**src/rtl/subsistema_despliegue_pkg.sv**
```systemverilog
// Shared defaults and types for the result-to-LED display path.
package subsistema_despliegue_pkg;

    localparam int unsigned DEFAULT_WIDTH          = 16;
    localparam int unsigned DEFAULT_STABLE_CYCLES  = 0;
    localparam bit          DEFAULT_LED_ACTIVE_LOW = 1'b0;

    typedef logic [DEFAULT_WIDTH-1:0] resultado_t;

    // Counter width able to hold 0..stable_cycles; never narrower than 1 bit.
    function automatic int unsigned cnt_width(input int unsigned stable_cycles);
        return (stable_cycles > 1) ? $clog2(stable_cycles + 1) : 1;
    endfunction

endpackage

```
**src/rtl/subsistema_despliegue_value_stability_filter.sv**
```systemverilog
// Debounce filter: strobes update_c once the input has matched its previous
// sample for enough consecutive edges.
module value_stability_filter
    import subsistema_despliegue_pkg::*;
#(
    parameter int unsigned WIDTH         = DEFAULT_WIDTH,
    parameter int unsigned STABLE_CYCLES = DEFAULT_STABLE_CYCLES
) (
    input  logic             clk,
    input  logic             reset,
    input  logic [WIDTH-1:0] resultados,
    output logic             update_c,
    output logic [WIDTH-1:0] value_c
);

    localparam int unsigned CNT_W = cnt_width(STABLE_CYCLES);
    localparam logic [CNT_W-1:0] CNT_MAX = CNT_W'(STABLE_CYCLES);
    localparam logic [CNT_W:0] THRESH = (CNT_W + 1)'(STABLE_CYCLES);

    logic [WIDTH-1:0] samp;
    logic [CNT_W-1:0] cnt;
    logic [CNT_W-1:0] cnt_next;
    logic [CNT_W:0]   cnt_plus;
    logic             match;

    // One extra bit so cnt+1 never overflows before the threshold compare.
    always_comb begin
        match    = (resultados == samp);
        cnt_plus = {1'b0, cnt} + (CNT_W + 1)'(1);
        cnt_next = '0;
        update_c = 1'b0;
        value_c  = resultados;
        if (match) begin
            cnt_next = (cnt == CNT_MAX) ? CNT_MAX : cnt_plus[CNT_W-1:0];
        end
        if (STABLE_CYCLES == 0) begin
            update_c = 1'b1;
        end else begin
            update_c = match && (cnt_plus >= THRESH);
        end
    end

    always_ff @(posedge clk) begin
        if (reset) begin
            samp <= '0;
            cnt  <= '0;
        end else begin
            samp <= resultados;
            cnt  <= cnt_next;
        end
    end

endmodule

```
**src/rtl/subsistema_despliegue.sv**
```systemverilog
// Drives the LED bank from the multiplier result through an optional
// stability filter and a selectable output polarity.
module subsistema_despliegue
    import subsistema_despliegue_pkg::*;
#(
    parameter int unsigned WIDTH          = DEFAULT_WIDTH,
    parameter int unsigned STABLE_CYCLES  = DEFAULT_STABLE_CYCLES,
    parameter bit          LED_ACTIVE_LOW = DEFAULT_LED_ACTIVE_LOW
) (
    input  logic             clk,
    input  logic             reset,
    input  logic [WIDTH-1:0] resultados,
    output logic [WIDTH-1:0] led_output
);

    logic             update_c;
    logic [WIDTH-1:0] value_c;
    logic [WIDTH-1:0] disp;
    logic [WIDTH-1:0] disp_next_c;
    logic [WIDTH-1:0] led_next_c;

    value_stability_filter #(
        .WIDTH         (WIDTH),
        .STABLE_CYCLES (STABLE_CYCLES)
    ) u_filter (
        .clk        (clk),
        .reset      (reset),
        .resultados (resultados),
        .update_c   (update_c),
        .value_c    (value_c)
    );

    // led_output is its own flop so the pins see no logic after the register.
    always_comb begin
        disp_next_c = disp;
        if (update_c) begin
            disp_next_c = value_c;
        end
        led_next_c = LED_ACTIVE_LOW ? ~disp_next_c : disp_next_c;
    end

    always_ff @(posedge clk) begin
        if (reset) begin
            disp       <= '0;
            led_output <= LED_ACTIVE_LOW ? '1 : '0;
        end else begin
            disp       <= disp_next_c;
            led_output <= led_next_c;
        end
    end

endmodule

```
**config.mk**
```make
export PLATFORM = sky130hd
export DESIGN_NAME = subsistema_despliegue
export DESIGN_NICKNAME = d
export VERILOG_FILES = /design/src/rtl/subsistema_despliegue_pkg.sv /design/src/rtl/subsistema_despliegue_value_stability_filter.sv /design/src/rtl/subsistema_despliegue.sv
export SDC_FILE = /design/constraint.sdc
export NUM_CORES = 1
export LEC_CHECK = 0
export ABC_CLOCK_PERIOD_IN_PS = 800
export CELL_PAD_IN_SITES_DETAIL_PLACEMENT = 1
export CELL_PAD_IN_SITES_GLOBAL_PLACEMENT = 1
export CORE_MARGIN = 4
export CORE_UTILIZATION = 25
export DETAILED_ROUTE_END_ITERATION = 10
export GPL_TIMING_DRIVEN = 0
export PLACE_DENSITY = 0.81
export RECOVER_POWER = 50
export SYNTH_ARGS = -nofsm -noshare
export SYNTH_HDL_FRONTEND = slang
export SYNTH_SLANG_ARGS = --single-unit
```
**constraint.sdc**
```tcl
create_clock -name clk -period 0.8 [get_ports clk]
set_clock_uncertainty 0.15 [all_clocks]
set_input_delay 0.08 -clock clk [delete_from_list [all_inputs] [get_ports clk]]
set_output_delay 0.08 -clock clk [all_outputs]
set_load 0.05 [all_outputs]
```
# After elaboration in Yosys (flattened, before gate mapping)

Cells that the tools add are included.

Bits in registers: 16
Latch bits: 0
Bits in writable memories: 0
ROM bits: 0
Memories kept: 0

Add/subtract/negate cells: 0
Multipliers: 0
Divide/modulo/power cells: 0
$lt $le $gt $ge: 0
Eq/ne operators: 0
Shifts and indexed selects: 0
Multiplexer cells: 0
Bitwise logic cells: 0
Reductions and logical operators: 0

# Longest topological paths before layout

Word-level depth: 0
Gate-level depth with buffers: 2
Gate-level depth less buffers: 1

# Modules after synthesis

Synthesis repeated with hierarchy kept, for this count alone.

Cell total of the unflattened synthesis: 70
Area total of the unflattened synthesis: 711.9 um^2

By module, submodules not included:

| module                 | times used | cells each | area an instance (um^2) | sequential area each (um^2) |
|---|---|---|---|---|
| subsistema_despliegue  | 1          | 52         | 580.6                   | 320.3 |
| value_stability_filter | 1          | 18         | 131.4                   | 0.0 |

# Worst setup path before layout

OpenSTA, ideal clock, no wires.

Kind: reg-to-output
From: register led_output[0]
To: output led_output[0]
Arrival time: 0.587 ns
Data required time: 0.570 ns
Slack: -0.017 ns
Cell stages (with the launch flop): 1
Path buffers: 0
Cells stage by stage: dfxtp_1

RTL lines:

| item                   | line                        | source |
|---|---|---|
| start, declared        | subsistema_despliegue.sv:13 | `output logic [WIDTH-1:0] led_output` |
| start signal, assigned | subsistema_despliegue.sv:45 | `led_output <= LED_ACTIVE_LOW ? '1 : '0;` |
| start signal, assigned | subsistema_despliegue.sv:48 | `led_output <= led_next_c;` |

No word-level cell between the ends.

# Worst setup path after layout

From: register led_output[3]
To: output led_output[3]

No word-level cell between the ends.

==> impl_metrics.py <==
metrics = {
    "run": {
        "drv_cap": 0,
    },
    "clocking": {
        "htree_num_levels": 1,
        "clock-sinks": 16,
        "clkTransAtPathRegs_ns": 0.09,
        "root_buffer": "clkbuf_4",
        "cts_buffers": 3,
        "cts_tree": "built",
        "cts_max_path_buffers": 2,
        "post_cts_buffers": 0,
    },
    "detailed_routing": {
        "routed_wl_um": 1170,
        "drc": 0,
        "first_pass_iters": 1,
        "ant_nets": 0,
        "vias_per_cell": 3.69,
        "drtIter0Drc": 0,
        "wl_per_cell_um": 12.3,
        "vias": 351,
    },
    "die": {
        "die-area_sq_um": 2610,
        "die_y_um": 51.1,
        "die_x_um": 51.1,
        "fp.coreArea_sq_um": 1750,
        "start_util": 0.266,
        "io_pins": 34,
        "placementRows": 15,
    },
    "sta": {
        "hold_viol_final": 0,
        "worst_slack_ns": -0.197,
        "setup_viol": 16,
        "fmax_ghz": 1.00,
        "layout_min_cycle_time_ns": 0.997,
        "rsz0062_at_grt": "true",
        "post-route-period-util": 1.25,
        "maxSlewViolCount": 0,
        "hold_ws_ns": 0.182,
        "worstMarginPinSlew_ns": 0.279,
        "slew_headroom": 0.814,
    },
    "critical_path": {
        "cp_slowest_cell": "dfxtp_2",
        "critPathMaxFanout": 1,
        "cp_cell_sequence": "buf_8",
        "endpoint_kind": "output port",
        "crit_required_ns": 0.57,
        "critPathKind": "flip-flop to output port",
        "cp.arrival_ns": 0.77,
        "start_kind": "flip-flop",
        "max_stage_delay_ns": 0.35,
        "path_delay_family": "flip-flops",
        "critPathBufInv": 1,
    },
    "status": {
        "status": "finished with violations",
        "violations": "negative setup slack",
    },
    "global_routing": {
        "grtUsageTotal": 0.0961,
        "antenna_found_initial": 0,
        "overflow": 0,
        "grt_pass1_wl_um": 1800,
        "grt_pass1_vias": 364,
        "grt_max_degree": 11,
    },
    "yosys": {
        "ys_warn_count": 0,
        "synth_nets": 51,
        "synth_cell_types": 5,
        "synth-seq-cells": 16,
        "netlist_instances": 33,
        "syn_avg_cell_area_sq_um": 14.1,
        "ys_seq_area_frac": 0.690,
        "syn_area_sq_um": 464,
    },
    "layout": {
        "ff_latch_area_sq_um": 340,
        "final_core_util": 0.547,
        "top_regs": "led_output: 16 flops",
        "mostFrequentLayoutCells": "dfxtp_2, buf_8, clkdlybuf4s50_1",
        "multi_input_area_sq_um": 133,
        "num-fill-cells": 187,
        "largest_reg_flops": 16,
        "diodes": 0,
        "nets": 89,
        "area_growth_pct": 106,
        "regMostFlops": "led_output",
        "drive_gt1_frac": 0.714,
    },
    "power_and_ir_drop": {
        "cellPowerDensity_nw_per_um2": 1880,
        "leakagePower_nw": 0.407,
        "worst_ir_drop_vdd_uv": 857,
    },
    "hold_path": {
        "holdCritPathClass": "input pin to flip-flop",
    },
    "placement": {
        "routabilityCongestion": 0.575,
        "pre_cts_ws_ns": -0.542,
        "port_buffers": 33,
    },
}
[layer usage]
layer	vias to the layer above	global-route usage	wire (um)
li1	171	-	-
met1	156	0.106	435
met2	24	0.161	583
met3	0	0.0408	149
met4	0	0.0404	0
met5	-	0	0
[layout make-up]
class / count / share of cell area
clock buffer: 4 / 0.0380
timing repair buffer: 33 / 0.429
multi-input combinational: 16 / 0.139
buffer: 1 / 0.00524
sequential: 16 / 0.356
tap: 25 / 0.0328
[cells by family (layout without fill, tap and decap cells)]
family	count (synthesis)	count (layout)	share of synthesized area
DFF	16	16	0.690
and+or+nand+nor	16	16	0.286
buffers and inverters	1	38	0.0243
[cell usage after synthesis, drive strengths merged]
library cell  number  area, sq um
and2b              6         52.6
dfxtp             16          320
nor2b             10         80.1
buf                1         11.3
[worst paths after layout]
| path | slack, ns | startpoint | cells past startpoint | endpoint |
|---|---|---|---|---|
| setup / recovery | -0.20 | led_output[3]$_SDFF_PP0_ | 1 | led_output[3] |
| hold / removal | 0.18 | reset | 2 | led_output[15]$_SDFF_PP0_ |
[power by group]
group          internal (mW)  switching, mW
combinational          0.212          0.200
clock                  0.276          0.234
sequential             0.848         0.0277
total                   1.34          0.462
[through the flow]
step | total power [mW] | setup TNS (ns) | std cells | instance area [sq um]
final | 1.80 | -2.96 | 95 | 955
after global routing | 1.88 | -3.66 | 95 | 955
after CTS | 1.84 | -3.22 | 95 | 957
after detailed placement | 1.25 | -14.55 | 91 | 846
after global placement | 1.25 | -14.30 | 91 | 846
after floorplan | 1.08 | 0 | 33 | 484
[timing repair]
item                                   CTS  global route
setup endpoints to repair               32            16
endpoints found under the hold margin    0             0
gates resized for setup                128             1
pin swaps                                0             0
gates cloned                             0             0
hold buffers                             0             0
Power figures use the tool's default switching activity.
